===== src/rtl/alu_seq.sv =====
`default_nettype none
// ============================================================================
// Module   : alu_seq
// Brief    : Handshaked ALU with iterative multiply/divide and flagged compare.
// Revision : 1.0 - initial release
// ============================================================================
module alu_seq #(
    parameter int WIDTH = 32
) (
    input  logic                 clk,
    input  logic                 reset,
    input  logic                 start,
    input  logic [2:0]           op_sel,
    input  logic                 comp_mode,
    input  logic [WIDTH-1:0]     a,
    input  logic [WIDTH-1:0]     b,
    input  logic                 cin,
    input  logic                 bin,
    output logic [2*WIDTH-1:0]   result,
    output logic                 carry_out,
    output logic                 borrow_out,
    output logic                 overflow,
    output logic [5:0]           comp_result,
    output logic                 div_by_zero,
    output logic                 illegal_op,
    output logic                 busy,
    output logic                 done
);

    localparam int CNT_W = $clog2(WIDTH) + 1;

    localparam logic [2:0] c_OP_ADD = 3'd0;
    localparam logic [2:0] c_OP_SUB = 3'd1;
    localparam logic [2:0] c_OP_MUL = 3'd2;
    localparam logic [2:0] c_OP_DIV = 3'd3;
    localparam logic [2:0] c_OP_CMP = 3'd4;

    typedef enum logic [0:0] {
        ST_IDLE = 1'b0,
        ST_CALC = 1'b1
    } state_t;

    state_t r_state;
    state_t w_state_nxt;

    logic [2*WIDTH-1:0] r_result;
    logic               r_carry;
    logic               r_borrow;
    logic               r_ovf;
    logic [5:0]         r_comp;
    logic               r_dbz;
    logic               r_ill;
    logic               r_busy;
    logic               r_done;

    // Iteration state: mul uses acc/mcand/mplier; div keeps {rem,quo} in acc
    // and the divisor in the low half of mcand.
    logic [CNT_W-1:0]   r_cnt;
    logic [2*WIDTH-1:0] r_acc;
    logic [2*WIDTH-1:0] r_mcand;
    logic [WIDTH-1:0]   r_mplier;
    logic               r_is_div;

    logic [WIDTH:0]     w_add_sum;
    logic [WIDTH:0]     w_sub_diff;
    logic               w_add_ovf;
    logic               w_sub_ovf;
    logic               w_eq;
    logic               w_lt;
    logic               w_gt;
    logic               w_start_ok;
    logic               w_long;
    logic               w_last;
    logic [2*WIDTH-1:0] w_mul_nxt;
    logic [WIDTH:0]     w_div_shift;
    logic [WIDTH:0]     w_div_trial;
    logic               w_div_fit;
    logic [2*WIDTH-1:0] w_div_nxt;
    logic [2*WIDTH-1:0] w_calc_nxt;

    assign w_add_sum  = {1'b0, a} + {1'b0, b} + {{WIDTH{1'b0}}, cin};
    assign w_sub_diff = {1'b0, a} - {1'b0, b} - {{WIDTH{1'b0}}, bin};
    assign w_add_ovf  = (a[WIDTH-1] == b[WIDTH-1]) && (w_add_sum[WIDTH-1] != a[WIDTH-1]);
    assign w_sub_ovf  = (a[WIDTH-1] != b[WIDTH-1]) && (w_sub_diff[WIDTH-1] != a[WIDTH-1]);

    assign w_eq = (a == b);
    assign w_lt = comp_mode ? ($signed(a) < $signed(b)) : (a < b);
    assign w_gt = !w_eq && !w_lt;

    assign w_start_ok = (r_state == ST_IDLE) && start;
    assign w_long     = (op_sel == c_OP_MUL) || ((op_sel == c_OP_DIV) && (b != '0));
    assign w_last     = (r_cnt == CNT_W'(1));

    assign w_mul_nxt   = r_acc + (r_mplier[0] ? r_mcand : '0);
    // Restoring step: shift the next dividend bit into the remainder, keep the
    // subtraction only if it did not go negative.
    assign w_div_shift = {r_acc[2*WIDTH-1:WIDTH], r_acc[WIDTH-1]};
    assign w_div_trial = w_div_shift - {1'b0, r_mcand[WIDTH-1:0]};
    assign w_div_fit   = !w_div_trial[WIDTH];
    assign w_div_nxt   = {(w_div_fit ? w_div_trial[WIDTH-1:0] : w_div_shift[WIDTH-1:0]),
                          r_acc[WIDTH-2:0], w_div_fit};
    assign w_calc_nxt  = r_is_div ? w_div_nxt : w_mul_nxt;

    always_ff @(posedge clk) begin
        if (reset) begin
            r_state <= ST_IDLE;
        end else begin
            r_state <= w_state_nxt;
        end
    end

    always_comb begin
        w_state_nxt = r_state;
        case (r_state)
            ST_IDLE: if (start && w_long) w_state_nxt = ST_CALC;
            ST_CALC: if (w_last)          w_state_nxt = ST_IDLE;
            default: w_state_nxt = ST_IDLE;
        endcase
    end

    always_ff @(posedge clk) begin
        if (reset) begin
            r_result <= '0;
            r_carry  <= 1'b0;
            r_borrow <= 1'b0;
            r_ovf    <= 1'b0;
            r_comp   <= '0;
            r_dbz    <= 1'b0;
            r_ill    <= 1'b0;
            r_busy   <= 1'b0;
            r_done   <= 1'b0;
            r_cnt    <= '0;
            r_acc    <= '0;
            r_mcand  <= '0;
            r_mplier <= '0;
            r_is_div <= 1'b0;
        end else begin
            r_done <= 1'b0;
            if (w_start_ok) begin
                r_carry  <= 1'b0;
                r_borrow <= 1'b0;
                r_ovf    <= 1'b0;
                r_comp   <= '0;
                r_dbz    <= 1'b0;
                r_ill    <= 1'b0;
                case (op_sel)
                    c_OP_ADD: begin
                        r_result <= {{WIDTH{1'b0}}, w_add_sum[WIDTH-1:0]};
                        r_carry  <= w_add_sum[WIDTH];
                        r_ovf    <= w_add_ovf;
                        r_done   <= 1'b1;
                    end
                    c_OP_SUB: begin
                        r_result <= {{WIDTH{1'b0}}, w_sub_diff[WIDTH-1:0]};
                        r_borrow <= w_sub_diff[WIDTH];
                        r_ovf    <= w_sub_ovf;
                        r_done   <= 1'b1;
                    end
                    c_OP_MUL: begin
                        r_acc    <= '0;
                        r_mcand  <= {{WIDTH{1'b0}}, a};
                        r_mplier <= b;
                        r_is_div <= 1'b0;
                        r_cnt    <= CNT_W'(WIDTH);
                        r_busy   <= 1'b1;
                    end
                    c_OP_DIV: begin
                        if (b == '0) begin
                            r_result <= {a, {WIDTH{1'b1}}};
                            r_dbz    <= 1'b1;
                            r_done   <= 1'b1;
                        end else begin
                            r_acc    <= {{WIDTH{1'b0}}, a};
                            r_mcand  <= {{WIDTH{1'b0}}, b};
                            r_is_div <= 1'b1;
                            r_cnt    <= CNT_W'(WIDTH);
                            r_busy   <= 1'b1;
                        end
                    end
                    c_OP_CMP: begin
                        r_result <= '0;
                        r_comp   <= {w_eq, !w_eq, w_lt, w_lt | w_eq, w_gt, w_gt | w_eq};
                        r_done   <= 1'b1;
                    end
                    default: begin
                        r_result <= '0;
                        r_ill    <= 1'b1;
                        r_done   <= 1'b1;
                    end
                endcase
            end else if (r_state == ST_CALC) begin
                r_cnt    <= r_cnt - CNT_W'(1);
                r_acc    <= w_calc_nxt;
                r_mplier <= r_mplier >> 1;
                if (!r_is_div) begin
                    r_mcand <= r_mcand << 1;
                end
                if (w_last) begin
                    r_result <= w_calc_nxt;
                    r_busy   <= 1'b0;
                    r_done   <= 1'b1;
                end
            end
        end
    end

    assign result      = r_result;
    assign carry_out   = r_carry;
    assign borrow_out  = r_borrow;
    assign overflow    = r_ovf;
    assign comp_result = r_comp;
    assign div_by_zero = r_dbz;
    assign illegal_op  = r_ill;
    assign busy        = r_busy;
    assign done        = r_done;

endmodule
`default_nettype wire


===== config.mk =====
export PLATFORM = sky130hd
export DESIGN_NAME = alu_seq
export DESIGN_NICKNAME = d
export VERILOG_FILES = /design/src/rtl/alu_seq.sv
export SDC_FILE = /design/constraint.sdc
export NUM_CORES = 1
export LEC_CHECK = 0
export ABC_AREA = 0
export BUFFER_PORTS_ARGS = -buffer_cell sky130_fd_sc_hd__buf_2
export CAP_MARGIN = 5
export CORE_ASPECT_RATIO = 1.5
export CORE_UTILIZATION = 57
export CTS_BUF_LIST = sky130_fd_sc_hd__clkbuf_4
export DETAILED_ROUTE_END_ITERATION = 10
export PLACE_DENSITY = 0.9
export SLEW_MARGIN = 10
export SYNTH_ARGS = -nofsm -noshare
export SYNTH_HDL_FRONTEND = slang
export SYNTH_SLANG_ARGS = --single-unit

===== constraint.sdc =====
create_clock -name clk -period 3.4 [get_ports clk]
set_clock_uncertainty 0.2 [all_clocks]
set_input_delay 0.17 -clock clk [delete_from_list [all_inputs] [get_ports clk]]
set_output_delay 0.17 -clock clk [all_outputs]
set_load 0.02 [all_outputs]

==> results of run 1 <==
==> logic make-up after synthesis <==
group / count (synthesis) / synth area share
compound gates: 1001 / 0.292
buf+inv: 388 / 0.0664
xor+xnor: 141 / 0.0550
flops: 245 / 0.218
simple gates: 1135 / 0.229
mux: 22 / 0.00987
fa+ha+maj: 228 / 0.129
==> layer usage <==
layer	track usage	GRT overflow
met1	0.898	159
met2	1.09	1063
met3	0.882	113
met4	1.03	519
met5	0.747	18
==> synth_stat cells (8+ instances only) <==
| library cell | count | area [sq um] |
|---|---|---|
| nor2b_1 | 31 | 194 |
| xor2_1 | 46 | 403 |
| o2111ai_1 | 9 | 78.8 |
| a211oi_1 | 36 | 270 |
| o211ai_1 | 45 | 338 |
| and2_1 | 72 | 450 |
| a2111oi_0 | 10 | 87.6 |
| o21a_1 | 24 | 180 |
| a21boi_0 | 11 | 82.6 |
| and3_1 | 10 | 62.6 |
| nor3_1 | 66 | 330 |
| clkbuf_1 | 157 | 589 |
| o31ai_1 | 17 | 128 |
| nor4_1 | 19 | 119 |
| o21bai_1 | 23 | 173 |
| o22ai_1 | 17 | 106 |
| nand2b_1 | 23 | 144 |
| o21ai_0 | 203 | 1020 |
| a221oi_1 | 12 | 105 |
| buf_2 | 17 | 85.1 |
| or2_2 | 8 | 50.1 |
| xnor2_1 | 95 | 832 |
| nor2_1 | 323 | 1210 |
| a21oi_1 | 315 | 1580 |
| buf_1 | 8 | 30.0 |
| a31oi_1 | 25 | 156 |
| a311oi_1 | 89 | 780 |
| nand3_1 | 114 | 571 |
| nand4_1 | 40 | 250 |
| mux2i_1 | 21 | 210 |
| inv_1 | 200 | 751 |
| nand2_1 | 389 | 1460 |
| a21o_1 | 57 | 428 |
| o221ai_1 | 10 | 87.6 |
| or3_1 | 19 | 119 |
| dfxtp_1 | 245 | 4900 |
| ha_1 | 222 | 2780 |
==> per-stage QoR <==
stage	hold WS, ps	utilization	cells	area (sq um)
global placement	239	0.727	4238	28100
detailed placement	249	0.727	4238	28100
CTS	2.64	0.809	4465	31300
floorplan	99.3	-	3160	22700
==> timing repair <==
action,CTS
resized for setup,289
buffers inserted,47
hold endpoints to repair,209
cloned,1
endpoints found under the setup margin,106
hold buffers,74
pin swaps,116
==> qor.yml, run 1 <==
yosysUniqueCellTypes: 90
root_buffer: "clkbuf_4"
grt_max_degree: 148
synth_flop_cell: "dfxtp_1"
cts_buffers: 60
gr-total-overflow: 1872
htree_num_levels: 2
async_flop_share: 0
lastStage: "global routing"
syn-num-nets: 3461
initial_core_util: 0.581
syn_area_sq_mm: 0.0224
ys_ff_latch: 245
error_line: "[ERROR GRT-0116] Global routing finished with congestion. Check the congestion regions in the DRC Viewer."
syn_avg_cell_area_sq_um: 7.10
grt_usage: 0.962
synth_cells: 3160
yosys_warnings: 0
die_w_um: 164
preCtsSetupSlack_ps: -792
clockBufferDepth: 3
seq_area_frac_synth: 0.218
place_congestion: 1.15
grt_pass1_vias: 42316
dieHeight_um: 245
io_buffers: 149
synth-edff-count: 0
hpwl_um: 75900
status: "did not finish"
ios: 150
rows: 88
cts.sinks: 245
grt_pass1_wl_um: 293000
==> run 2: changes to the inputs <==
- CORE_ASPECT_RATIO: 1.5 -> not set
- CORE_UTILIZATION: 57 -> 40
- CTS_BUF_LIST: sky130_fd_sc_hd__clkbuf_4 -> not set
- PLACE_DENSITY: 0.9 -> not set
- PLACE_DENSITY_LB_ADDON: not set -> 0.15
- clock period: 3.4 -> 4.4 ns (I/O delays scaled with it)
==> run 2 against run 1 <==
Compared with the run above: the run now ends clean; area after synthesis unchanged; synthesized cell count unchanged.
==> qor.yml, run 2 <==
status: "completed"
fin_util: 0.473
switching_power_mw: 2.82
drt_iter0_markers: 2095
preCtsSetupSlack_ps: 55.0  # +847 ps
crit_path_end_kind: "register"
root_buffer: "clkbuf_16"
post-route-min-period_ps: 4250
ios: 150  # unchanged
cts.sinks: 245  # unchanged
r2r_cells: 14
seq_area_frac_synth: 0.218  # unchanged
synth_cells: 3160  # unchanged
route.detailed.wl_per_inst_um: 23.2
crit_top_cell: "a21oi_1"
switching_share: 0.357
ys_ff_latch: 245  # unchanged
cellPowerDensity_mw_per_mm2: 302
fmax_mhz: 235
hp-class: "input port to register"
synthTopCellsByArea: "dfxtp_1 (22%), ha_1 (12%), a21oi_1 (7.0%)"
grt_pass1_wl_um: 142000
ir_drop_v: 0.000271
grt_usage: 0.327
wirelength_um: 95000
clk_pin_slew_ps: 60
crit_family: "compound AO/OA/AOI/OAI gates"
syn_avg_cell_area_sq_um: 7.10  # unchanged
die_area_sq_mm: 0.0571
gr-total-overflow: 0
crit_path_max_incr_delay_ps: 480
start_kind: "register"
final_nets: 3626
synth-edff-count: 0  # unchanged
yosys_warnings: 0  # unchanged
final_common_cell: "nand2_1"
cp_cell_sequence: "buf_12 -> and2_1 -> ha_1 -> a21oi_1 -> o21ai_0 -> a21oi_1 -> o31ai_1 -> a21oi_1 -> a2111oi_1 -> buf_4 -> nor3_1 -> xnor2_1 -> or3_1 -> a311oi_1"
rows: 86  # -2.3%
finalHoldViolCount: 0
critPathKind: "register to register"
via_per_inst: 5.97
cp_num_cells: 14
pwr-share-seq: 0.311
htree_num_levels: 2  # unchanged
clock_latency_ps: 550
arrival_ps: 4500
required_ps: 4650
cts_tree: "built"
tightest_slew_ps: 1120
clockBufferDepth: 3  # unchanged
dr_total_vias: 24462
async_flop_share: 0  # unchanged
drc: 0
initial_core_util: 0.406  # -0.175
rsz0062_at_grt: "no"
finalSetupTns_ps: 0
placed_cells: 3972  # -6.3%
hpwl_um: 74100  # -2.4%
drtPass1Iterations: 6
syn_area_sq_mm: 0.0224  # unchanged
yosys.cell_count.top_type: "nand2_1"
fin_ws_ps: 148
grt_max_degree: 105
max_slew_margin: 0.253
yosysUniqueCellTypes: 90  # unchanged
io_buffers: 149  # unchanged
p_leak_nw: 11.1
drv_cap: 0
setup_viol: 0
netlist.area_leader.share: 0.218  # unchanged
layout-drive-gt1-share: 0.108
holdPathStages: 2
slowest_stage: "a2111oi_1"
period_share: 0.966
final_cells: 4100
comb_power_share: 0.313
syn-num-nets: 3461  # unchanged
grt_pass1_vias: 23096
final_cell_mix: "nand2_1 (388), nor2_1 (318), a21oi_1 (313), dfxtp_1 (244), ha_1 (222)"
coreArea_sq_mm: 0.0553
antenna_found_initial: 2
die_w_um: 239  # +46%
worst-path-max-fanout: 65
slew_viol_final: 0
synth_flop_cell: "dfxtp_1"
critPathBufInv: 2
areaGrowthSynthToFinish_pct: 16.5
antenna_left: 0
dieHeight_um: 239  # -2.5%
synth_top_cells_by_count: "nand2_1 (389), nor2_1 (323), a21oi_1 (315)"
cts_buffers: 34  # -43%
p_int_mw: 5.08
fillers: 5802
pwr-share-clk: 0.377
yosys.area.top_type: "dfxtp_1"
place_congestion: 1.06  # -8.0%
## run 2: cell counts after synthesis
No cell type changed its count.
## run 2: timing repair
| item | 4_1_cts | 5_1_grt |
|---|---|---|
| buffers inserted | 0 | 1 |
| hold buffers | 64 | 0 |
| gates resized for setup | 0 | 7 |
| setup endpoints to repair | 0 | 21 |
| endpoints found under the hold margin | 102 | 0 |
## run 2: kinds of logic after synthesis
family          count (synthesis)  share of synthesized area
simple gates                 1135                      0.229
mux                            22                    0.00987
flops                         245                      0.218
compound gates               1001                      0.292
buf+inv                       388                     0.0664
xor+xnor                      141                     0.0550
fa+ha+maj                     228                      0.129
## run 2: cell type report
cell class | count | area [sq um] | area share
timing repair buffer | 315 | 2210 | 0.0845
clock inverter | 12 | 170 | 0.00651
tap | 748 | 936 | 0.0358
sequential | 245 | 4910 | 0.188
clock buffer | 47 | 1010 | 0.0387
antenna | 4 | 10.0 | 0.000383
inverter | 202 | 758 | 0.0290
multi-input combinational | 2527 | 16100 | 0.617
## run 2: per-stage QoR
step	cell area, sq um	power (mW)	hold slack (ps)
2_1_floorplan	22400	4.07	149
3_3_place_gp	24300	4.85	240
3_5_place_dp	24300	4.86	242
4_1_cts	26100	7.90	18.9
5_1_grt	26100	8.27	41.8
6_report	26100	7.90	16.9
## run 2: worst paths after layout
| kind | startpoint | endpoint | slack, ps |
|---|---|---|---|
| worst min register to register | comp_result[4] | comp_result[4] | 250 |
| worst max register to register | r_mplier[0] | result[63] | 150 |
| worst min-delay path | reset | r_mcand[29] | 20 |
| worst max-delay path | r_mplier[0] | result[63] | 150 |
## run 2: worst reg2reg max path, delay by kind of cell, from the launching register on
| family | cells | cell delay [ps] |
|---|---|---|
| fa+ha+maj | 1 | 440 |
| compound gates | 7 | 1950 |
| buf+inv | 2 | 370 |
| xor+xnor | 1 | 200 |
| simple gates | 3 | 650 |
| flops | 1 | 330 |
## run 2: per-layer routing
| metal | track usage | wire [um] | vias to the layer above |
|---|---|---|---|
| met5 | 0 | 0 | - |
| met3 | 0.0374 | 6440 | 195 |
| met4 | 0.121 | 3850 | 0 |
| met2 | 0.529 | 42600 | 964 |
| met1 | 0.445 | 42100 | 11655 |
| li1 | - | - | 11648 |
## run 2: power groups by stage
| stage | registers [mW] | logic [mW] | clock network (mW) |
|---|---|---|---|
| 6_report | 2.45 | 2.47 | 2.98 |
| 4_1_cts | 2.45 | 2.42 | 3.03 |
| 5_1_grt | 2.46 | 2.69 | 3.12 |
| 2_1_floorplan | 2.50 | 1.57 | 0 |
| 3_5_place_dp | 2.50 | 2.36 | 0 |
| 3_3_place_gp | 2.50 | 2.35 | 0 |
Note: power is estimated with default switching activity, not from simulation.
